**src/rtl/div_seq_pkg.sv**
```systemverilog
// ============================================================================
// Module   : div_seq_pkg
// Purpose  : Shared opcode constants, FSM state encoding and opcode helper
//            functions for the sequential integer divider.
// Revision : 1.0 - initial release
// ============================================================================
`default_nettype none

package div_seq_pkg;

    // M-extension divide opcodes as issued by the decode stage
    localparam logic [4:0] ALU_DIV  = 5'd12;
    localparam logic [4:0] ALU_DIVU = 5'd13;
    localparam logic [4:0] ALU_REM  = 5'd14;
    localparam logic [4:0] ALU_REMU = 5'd15;

    // Divider sequencer states
    typedef enum logic [2:0] {
        DIVSEQ_IDLE  = 3'd0,
        DIVSEQ_SETUP = 3'd1,
        DIVSEQ_ITER  = 3'd2,
        DIVSEQ_FIXUP = 3'd3,
        DIVSEQ_DONE  = 3'd4
    } divseq_state_t;

    function automatic logic is_valid_op(input logic [4:0] op);
        return (op == ALU_DIV) || (op == ALU_DIVU) ||
               (op == ALU_REM) || (op == ALU_REMU);
    endfunction

    function automatic logic is_signed_op(input logic [4:0] op);
        return (op == ALU_DIV) || (op == ALU_REM);
    endfunction

    function automatic logic is_div_op(input logic [4:0] op);
        return (op == ALU_DIV) || (op == ALU_DIVU);
    endfunction

endpackage : div_seq_pkg

`default_nettype wire

```
**src/rtl/div_seq_step.sv**
```systemverilog
// ============================================================================
// Module   : div_step
// Purpose  : One radix-2 restoring division step: shift the next dividend
//            bit into the partial remainder, trial-subtract the divisor and
//            keep the difference only when it is non-negative.
// Revision : 1.0 - initial release
// ============================================================================
`default_nettype none

module div_step #(
    parameter int W = 32
) (
    input  logic [W:0]   rem_in,
    input  logic         dividend_bit,
    input  logic [W-1:0] divisor,
    output logic [W:0]   rem_out,
    output logic         q_bit
);

    logic [W+1:0] w_shifted;
    logic [W+1:0] w_trial;
    logic         w_neg;

    // The incoming remainder is always below the divisor, so the shifted
    // value fits in W+1 bits and bit W+1 of the trial is a clean borrow.
    always_comb begin
        w_shifted = {rem_in, dividend_bit};
        w_trial   = w_shifted - {2'b00, divisor};
        w_neg     = w_trial[W+1];
        q_bit     = ~w_neg;
        rem_out   = w_neg ? w_shifted[W:0] : w_trial[W:0];
    end

endmodule : div_step

`default_nettype wire

```
**src/rtl/div_seq.sv**
```systemverilog
// ============================================================================
// Module   : div_seq
// Purpose  : Multi-cycle restoring divider for DIV/DIVU/REM/REMU and their
//            RV64 W-forms, with valid/ready handshakes and a flush input.
// Revision : 1.0 - initial release
// ============================================================================
`default_nettype none

module div_seq
    import div_seq_pkg::*;
#(
    parameter int XLEN = 32
) (
    input  logic            clk,
    input  logic            rst_n,
    input  logic            kill,
    input  logic            in_valid,
    output logic            in_ready,
    input  logic [4:0]      opcode,
    input  logic            s_32,
    input  logic [XLEN-1:0] rs1,
    input  logic [XLEN-1:0] rs2,
    output logic            out_valid,
    input  logic            out_ready,
    output logic [XLEN-1:0] rd
);

    localparam int                  c_cnt_w  = $clog2(XLEN);
    localparam logic [c_cnt_w-1:0]  c_last_w = c_cnt_w'(31);
    localparam logic [c_cnt_w-1:0]  c_last_x = c_cnt_w'(XLEN - 1);

    function automatic logic [XLEN-1:0] sext32(input logic [XLEN-1:0] v);
        logic [XLEN-1:0] r;
        r = v;
        for (int i = 32; i < XLEN; i++) r[i] = v[31];
        return r;
    endfunction

    function automatic logic [XLEN-1:0] zext32(input logic [XLEN-1:0] v);
        logic [XLEN-1:0] r;
        r       = '0;
        r[31:0] = v[31:0];
        return r;
    endfunction

    divseq_state_t      r_state;
    logic               r_in_ready;
    logic               r_out_valid;
    logic [XLEN-1:0]    r_rd;
    logic [c_cnt_w-1:0] r_cnt;
    logic [4:0]         r_op;
    logic               r_w;
    logic [XLEN-1:0]    r_dividend;
    logic [XLEN-1:0]    r_divisor;
    logic [XLEN:0]      r_rem;
    logic [XLEN-1:0]    r_quot;
    logic               r_q_neg;
    logic               r_r_neg;

    logic               w_s32;
    logic [XLEN-1:0]    w_rs1_ext;
    logic [XLEN-1:0]    w_rs2_ext;
    logic               w_signed;
    logic               w_is_div;
    logic [XLEN-1:0]    w_min_neg;
    logic               w_div_zero;
    logic               w_ovf;
    logic               w_special_case;
    logic [XLEN-1:0]    w_special;
    logic               w_a_neg;
    logic               w_b_neg;
    logic [XLEN-1:0]    w_a_abs;
    logic [XLEN-1:0]    w_b_abs;
    logic [XLEN:0]      w_rem_next;
    logic               w_q_bit;
    logic [XLEN-1:0]    w_res_raw;
    logic [XLEN-1:0]    w_res_sgn;
    logic [XLEN-1:0]    w_fix;

    // Operand extension at acceptance and setup-time classification
    always_comb begin
        w_s32     = (XLEN == 32) ? 1'b0 : s_32;
        w_rs1_ext = rs1;
        w_rs2_ext = rs2;
        if (w_s32) begin
            w_rs1_ext = is_signed_op(opcode) ? sext32(rs1) : zext32(rs1);
            w_rs2_ext = is_signed_op(opcode) ? sext32(rs2) : zext32(rs2);
        end

        w_signed   = is_signed_op(r_op);
        w_is_div   = is_div_op(r_op);
        w_min_neg  = r_w ? sext32(XLEN'(32'h8000_0000)) : {1'b1, {(XLEN-1){1'b0}}};
        w_div_zero = (r_divisor == '0);
        w_ovf      = w_signed && (r_dividend == w_min_neg) && (r_divisor == '1);
        w_special_case = !is_valid_op(r_op) || w_div_zero || w_ovf;

        // Divide-by-zero and overflow can never coincide (divisor 0 vs -1)
        w_special = '0;
        if (!is_valid_op(r_op))
            w_special = '0;
        else if (w_div_zero)
            w_special = w_is_div ? '1 : (r_w ? sext32(r_dividend) : r_dividend);
        else if (w_ovf)
            w_special = w_is_div ? r_dividend : '0;

        // W-form operands are already sign-extended, so the MSB is the sign
        w_a_neg = w_signed && r_dividend[XLEN-1];
        w_b_neg = w_signed && r_divisor[XLEN-1];
        w_a_abs = w_a_neg ? ('0 - r_dividend) : r_dividend;
        w_b_abs = w_b_neg ? ('0 - r_divisor)  : r_divisor;

        w_res_raw = w_is_div ? r_quot : r_rem[XLEN-1:0];
        w_res_sgn = (w_is_div ? r_q_neg : r_r_neg) ? ('0 - w_res_raw) : w_res_raw;
        w_fix     = r_w ? sext32(w_res_sgn) : w_res_sgn;
    end

    div_step #(
        .W (XLEN)
    ) u_step (
        .rem_in       (r_rem),
        .dividend_bit (r_dividend[r_cnt]),
        .divisor      (r_divisor),
        .rem_out      (w_rem_next),
        .q_bit        (w_q_bit)
    );

    // Sequencer: accept, classify, iterate MSB-first, fix signs, hand off
    always_ff @(posedge clk) begin
        if (!rst_n) begin
            r_state     <= DIVSEQ_IDLE;
            r_in_ready  <= 1'b1;
            r_out_valid <= 1'b0;
            r_rd        <= '0;
            r_cnt       <= '0;
            r_op        <= '0;
            r_w         <= 1'b0;
            r_dividend  <= '0;
            r_divisor   <= '0;
            r_rem       <= '0;
            r_quot      <= '0;
            r_q_neg     <= 1'b0;
            r_r_neg     <= 1'b0;
        end else if (kill) begin
            r_state     <= DIVSEQ_IDLE;
            r_in_ready  <= 1'b1;
            r_out_valid <= 1'b0;
        end else begin
            case (r_state)
                DIVSEQ_IDLE: begin
                    if (in_valid) begin
                        r_op       <= opcode;
                        r_w        <= w_s32;
                        r_dividend <= w_rs1_ext;
                        r_divisor  <= w_rs2_ext;
                        r_in_ready <= 1'b0;
                        r_state    <= DIVSEQ_SETUP;
                    end
                end
                DIVSEQ_SETUP: begin
                    if (w_special_case) begin
                        r_rd        <= w_special;
                        r_out_valid <= 1'b1;
                        r_state     <= DIVSEQ_DONE;
                    end else begin
                        r_dividend <= w_a_abs;
                        r_divisor  <= w_b_abs;
                        r_q_neg    <= w_a_neg ^ w_b_neg;
                        r_r_neg    <= w_a_neg;
                        r_rem      <= '0;
                        r_quot     <= '0;
                        r_cnt      <= r_w ? c_last_w : c_last_x;
                        r_state    <= DIVSEQ_ITER;
                    end
                end
                DIVSEQ_ITER: begin
                    r_rem  <= w_rem_next;
                    r_quot <= {r_quot[XLEN-2:0], w_q_bit};
                    if (r_cnt == '0)
                        r_state <= DIVSEQ_FIXUP;
                    else
                        r_cnt <= r_cnt - 1'b1;
                end
                DIVSEQ_FIXUP: begin
                    r_rd        <= w_fix;
                    r_out_valid <= 1'b1;
                    r_state     <= DIVSEQ_DONE;
                end
                DIVSEQ_DONE: begin
                    if (out_ready) begin
                        r_out_valid <= 1'b0;
                        r_in_ready  <= 1'b1;
                        r_state     <= DIVSEQ_IDLE;
                    end
                end
                default: begin
                    r_out_valid <= 1'b0;
                    r_in_ready  <= 1'b1;
                    r_state     <= DIVSEQ_IDLE;
                end
            endcase
        end
    end

    assign in_ready  = r_in_ready;
    assign out_valid = r_out_valid;
    assign rd        = r_rd;

endmodule : div_seq

`default_nettype wire

```
**config.mk**
```make
export PLATFORM = sky130hd
export DESIGN_NAME = div_seq
export DESIGN_NICKNAME = d
export VERILOG_FILES = /design/src/rtl/div_seq_pkg.sv /design/src/rtl/div_seq_step.sv /design/src/rtl/div_seq.sv
export SDC_FILE = /design/constraint.sdc
export NUM_CORES = 1
export LEC_CHECK = 0
export BUFFER_PORTS_ARGS = -buffer_cell sky130_fd_sc_hd__buf_4
export CAP_MARGIN = 10
export CORE_ASPECT_RATIO = 0.7
export CORE_MARGIN = 1
export CORE_UTILIZATION = 25
export CTS_CLUSTER_DIAMETER = 60
export CTS_CLUSTER_SIZE = 8
export DETAILED_ROUTE_END_ITERATION = 16
export MAX_ROUTING_LAYER = met4
export PLACE_DENSITY = 0.46
export SETUP_SLACK_MARGIN = 0.05
export SYNTH_ARGS = -nofsm -noshare
export SYNTH_HDL_FRONTEND = slang
export SYNTH_SLANG_ARGS = --single-unit
```
**constraint.sdc**
```tcl
create_clock -name clk -period 5.75 [get_ports clk]
set_input_delay 0.2875 -clock clk [delete_from_list [all_inputs] [get_ports clk]]
set_output_delay 0.2875 -clock clk [all_outputs]
set_load 0.005 [all_outputs]
```
; ---- Word-level counts from Yosys, hierarchy flattened
; Cells that the tools add are included.
[totals]
word_cells = 112
input_bits = 75
ff_bits = 178
out_inout_bits = 34
[classes]
n_mux = 39
n_reduce_logical = 30
eq_ne = 18
n_bitwise = 7
magnitude_cmp = 1
addsub = 5
[ops]
columns = operator, count
row1 = $mux W32, 15
row2 = $pmux W32 S2, 4
row3 = $sub A1 B32 Y32 const A, 3
row4 = $mux W33, 2
row5 = $pmux W33 S2, 1
row6 = $eq A32 B32 Y1 const B, 2
row7 = $sub A34 B32 Y34, 1
row8 = $logic_not A32 Y1, 1
row9 = $reduce_and A3 Y1, 7
row10 = $eq A5 B4 Y1 const B, 4
row11 = $ne A2 B2 Y1 const B, 8
row12 = $pmux W3 S5, 1
row13 = $mux W3, 4
row14 = $mux W5, 2
row15 = $pmux W5 S2, 1
row16 = $reduce_and A5 Y1, 2
row17 = $eq A3 B2 Y1 const B, 2
row18 = $logic_or A1 B1 Y1, 6
row19 = $lt A5 B6 Y1 const B, 1
row20 = $mux W1, 6
row21 = $not A1 Y1, 6
row22 = $reduce_bool A2 Y1, 3
row23 = $bmux W1 S5, 1
row24 = $logic_not A5 Y1, 1
row25 = other kinds (12), 16

; ---- Depth between registers and ports, before layout
[logic_depth]
ltp_word = 9
ltp_mapped = 15
depth_no_buf = 14

; ---- Modules after synthesis
; A second synthesis with hierarchy kept.
[unflattened]
cells_unflattened = 1585
hier_area_um2 = 12453.2
[modules_own_cells]
columns = module, cells_per_inst, area_each_um2, n_inst
row1 = div_seq, 1246, 10172.3, 1
row2 = div_step, 339, 2280.9, 1

; ---- Least setup slack after synthesis
; OpenSTA, ideal clock, no wires.
[synth_timing]
path_kind = reg2reg
from = register r_cnt[0]
to = register r_rem[1]
period_less_slack_ns = 4.265
stages_incl_launch_ff = 16
n_path_buf = 2
arrival_ns = 4.148
path_slack_ns = 1.485
cell_sequence = dfxtp_1 buf_1 mux4_2 mux4_2 mux2i_1 ha_1 nor2b_1 o2111ai_1 a21oi_1 o21ai_0 o211a_1 nor3_1 nor2_1 clkbuf_1 mux2i_1 a22o_1
[synth_via]
elab_chain_cells = 5
[synth_lines]
columns = item, line_no
row1 = start: declaration, div_seq.sv:50  ; logic [c_cnt_w-1:0] r_cnt;
row2 = start signal: assignment, div_seq.sv:171  ; r_cnt <= r_w ? c_last_w : c_last_x;
row3 = start signal: assignment, div_seq.sv:181  ; r_cnt <= r_cnt - 1'b1;
row4 = $bmux W1 S5, div_seq.sv:121  ; .dividend_bit (r_dividend[r_cnt]),
row5 = $mux W1 (not written as such), div_seq.sv:121
row6 = $sub A34 B32 Y34, div_seq_step.sv:28  ; w_trial = w_shifted - {2'b00, divisor};
row7 = $mux W33, div_seq_step.sv:31  ; rem_out = w_neg ? w_shifted[W:0] : w_trial[W:0];
row8 = $pmux W33 S2, div_seq.sv:148  ; case (r_state)
row9 = end signal: assignment, div_seq.sv:176  ; r_rem <= w_rem_next;
row10 = end: declaration, div_seq.sv:55  ; logic [XLEN:0] r_rem;
; No other way between the ends. The select of a mux whose other input is x is not followed.
; A chain may end at the register's enable or synchronous reset.

; ---- Final worst setup path
[layout_timing]
from = register r_cnt[0]
to = register r_rem[12]
; The elaborated chain is that of the path after synthesis.

==> results.yml <==
synthesis:
  netlist_top_cells_area: "dfxtp_1, o21ai_0, nand2_1, nor2_1, mux2i_1"
  netlist_instances: 1647
  post_synth.cell_area_avg_um2: 7.446
  synth_largest_type_area_fraction: 0.2906
  synth.distinct_cells: 73
  ys_dominant_reg_cell: "dfxtp_1"
  asyncSetResetFlopFracSynth: 0
  synth_seq_cells: 178
  synth_edf_count: 0
  synth.yosys.warnings: 0
  synth_nets: 1761
  synth.yosys.seq_area_share: 0.2906
  synth.largest_area_cell: "dfxtp_1"
  synthesis.area_mm2: 0.01226
setup_path:
  critical_register_to_register_path_endpoint: "r_rem[12]"
  worstReg2RegStart: "r_cnt[0]"
  critical_path_class: "reg2reg"
  critPathBufInv: 1
  slowest_delay_ns: 0.72
  cp.arrival_ns: 5.56
  cp-start-kind: "flip-flop"
  crit_path_end_kind: "flip-flop"
  worst_path_max_delay_cell: "dfxtp_1"
  worst_path_dominant_cell_family: "multiplexers"
  crit_path_max_fanout: 19
  critical_path_required_ns: 6.05
  crit_path_cell_trace: "mux4_2, mux4_2, mux2i_1, ha_1, nor2b_1, o2111ai_1, a21oi_1, o21ai_0, o211a_1, nor3_1, nor2_4, buf_12, mux2i_1, o21ai_0"
  ff2ff_path_depth: 14
  r2r_slack_ns: 0.49
timing:
  whs_ns: 0.09482
  setup_viol: 0
  layout_worst_path_cycle_share: 0.9142
  fmax_ghz: 0.1902
  tightestPinTransition_ns: 1.072
  grt_setup_unrepaired: "false"
  min_tclk_post_route_ns: 5.257
  count_of_final_max_slew_check_failures: 0
  setup_total_negative_slack_ns: 0
  worst_clock_skew_ns: 0.01744
  timing.max_slew.rel_slack: 0.2758
  timing_hold_violations_final: 0
clock_network:
  tritoncts: "done"
  cts_made_buffers: 17
  cts_resized: 0
  max_h_tree_level: 4
  worst_setup_hold_path_clk_slew_ns: 0.07
  clock_path_buffers: 2
  ctsRootBufferMaster: "clkbuf_16"
  numClockSinks: 178
  clk_latency_ns: 0.46
  cts_hold_buffers: 0
  cts_setup_buffers: 0
worst_hold_path:
  worst_hold_path.endpoint: "r_op[0]"
  whs_path_depth: 3
  min-delay-path-class: "in2reg"
  worstHoldStart: "opcode[0]"
final_layout:
  insertedDiodeCount: 0
  most-common-layout-cells: "nand2_1, dfxtp_1, nor2_1"
  drive_gt1_frac: 0.1222
  layout_commonest_cell: "nand2_1"
  filler_cell_count: 5321
  area_growth_syn_to_layout_pct: 16.42
  final_nets: 1806
power_and_ir_drop:
  power-per-cell-area_mw_per_mm2: 216.4
  cell_leakage_power_nw: 5.563
  vdd_drop_max_uv: 175.0
grt:
  wire_length_of_the_first_global_routing_pass_um: 72270
  grt_start_max_net_pins: 88
  first_global_vias: 11790
  tot_gr_track_use: 0.1935
  grt_antenna_before_repair: 1
  grt_ovf: 0
route:
  firstDrtPassIters: 5
  detail_route.wirelength_um: 47010
  drc: 0
  num_vias: 12580
  drt_first_iter_violations: 1174
  route.detailed.vias_per_inst: 5.337
  wl_per_cell_um: 19.94
  route.antenna.remaining_nets: 0
placement:
  dp_hpwl_um: 35290
  buffer_ports.inserted: 107
  gp_routability_congestion: 0.9374
floorplan:
  dieWidth_um: 266.7
  io_pins: 109
  core_area_mm2: 0.04812
  die_y_um: 187.3
  std_cell_rows: 67
  die-area_mm2: 0.04996
  floorplan.initialDensity: 0.2548
run_status:
  outcome: "finished, final reports clean"
job:
  max_cap_violations: 0
==> worst reg2reg max path, cell delays in order, from the launching register on <==
cell and delay [ns]:
dfxtp_1 0.72, mux4_2 0.61, mux4_2 0.49, mux2i_1 0.54
ha_1 0.34, nor2b_1 0.08, o2111ai_1 0.28, a21oi_1 0.20
o21ai_0 0.40, o211a_1 0.26, nor3_1 0.11, nor2_4 0.51
buf_12 0.27, mux2i_1 0.23, o21ai_0 0.09
==> routing by layer <==
| metal | vias up | track usage | routed length, µm |
|---|---|---|---|
| met5 | - | - | 0 |
| met4 | 0 | 0.04686 | 767 |
| met3 | 44 | 0.02962 | 3133 |
| met2 | 434 | 0.2561 | 18560 |
| met1 | 6028 | 0.2971 | 24550 |
| li1 | 6074 | - | - |
==> sequential cells by signal (all words and copies together), names as in the netlist <==
register,cells
r_dividend,32
r_op,5
r_rem,33
rd,32
r_q_neg,1
out_valid,1
r_quot,32
r_cnt,5
r_r_neg,1
in_ready,1
r_state,3
r_divisor,32
==> where the power goes <==
| group | switching, mW | internal [mW] | leakage, nW |
|---|---|---|---|
| combinational | 0.376 | 0.251 | 3.87 |
| clock | 0.533 | 0.602 | 0.248 |
| sequential | 0.0582 | 1.27 | 1.44 |
==> Yosys cell counts (all sizes together), types with 34 or more instances <==
cell type,instances
nand2,182
dfxtp,178
nor2,175
o21ai,147
a21oi,89
clkbuf,85
nor3,65
nand3,59
mux2i,55
inv,46
nor2b,44
ha,38
o22ai,37
xnor2,35
a22oi,34
==> final cells by class <==
type,instances,area (µm²),area share
clock buffer,21,450.4,0.03155
clock inverter,8,82.58,0.005784
inverter,46,172.7,0.01209
multi-input combinational,1312,8147,0.5706
sequential,178,3563,0.2496
tap,655,819.5,0.05741
timing repair buffer,137,1041,0.07292
==> worst max-delay path by stage <==
stage	startpoint	to	slack, ns	cells after the start
after floorplan	r_cnt[0]	r_rem[1]	1.49	15
after global placement	r_cnt[0]	r_rem[32]	0.63	14
after detailed placement	r_cnt[0]	r_rem[12]	0.48	14
after CTS	r_cnt[0]	r_rem[12]	0.46	14
after global routing	r_cnt[0]	r_rem[12]	0.16	14
final	r_cnt[0]	r_rem[12]	0.49	14
==> stage by stage <==
stage                     area (µm²)  total power, mW  setup WS [ns]  utilization  std cells
after floorplan                12260            1.756          1.485            -       1647
after global placement         13740            1.971         0.6329       0.2856       2328
after detailed placement       13740            1.975         0.4807       0.2856       2328
after CTS                      14280            3.107         0.4640       0.2967       2357
after global routing           14280            3.237         0.1574       0.2967       2357
final                          14280            3.090         0.4934       0.2967       2357
==> logic make-up (layout without fill, tap and decap cells) <==
group | after synthesis | count (layout) | synth area share
fa+ha+maj | 39 | 39 | 0.04040
mux | 68 | 68 | 0.06601
xor+xnor | 62 | 62 | 0.04428
flops | 178 | 178 | 0.2906
compound gates | 480 | 480 | 0.2473
simple gates | 663 | 663 | 0.2611
buf+inv | 157 | 212 | 0.05030
No activity file was read; power rests on OpenSTA's default activity.
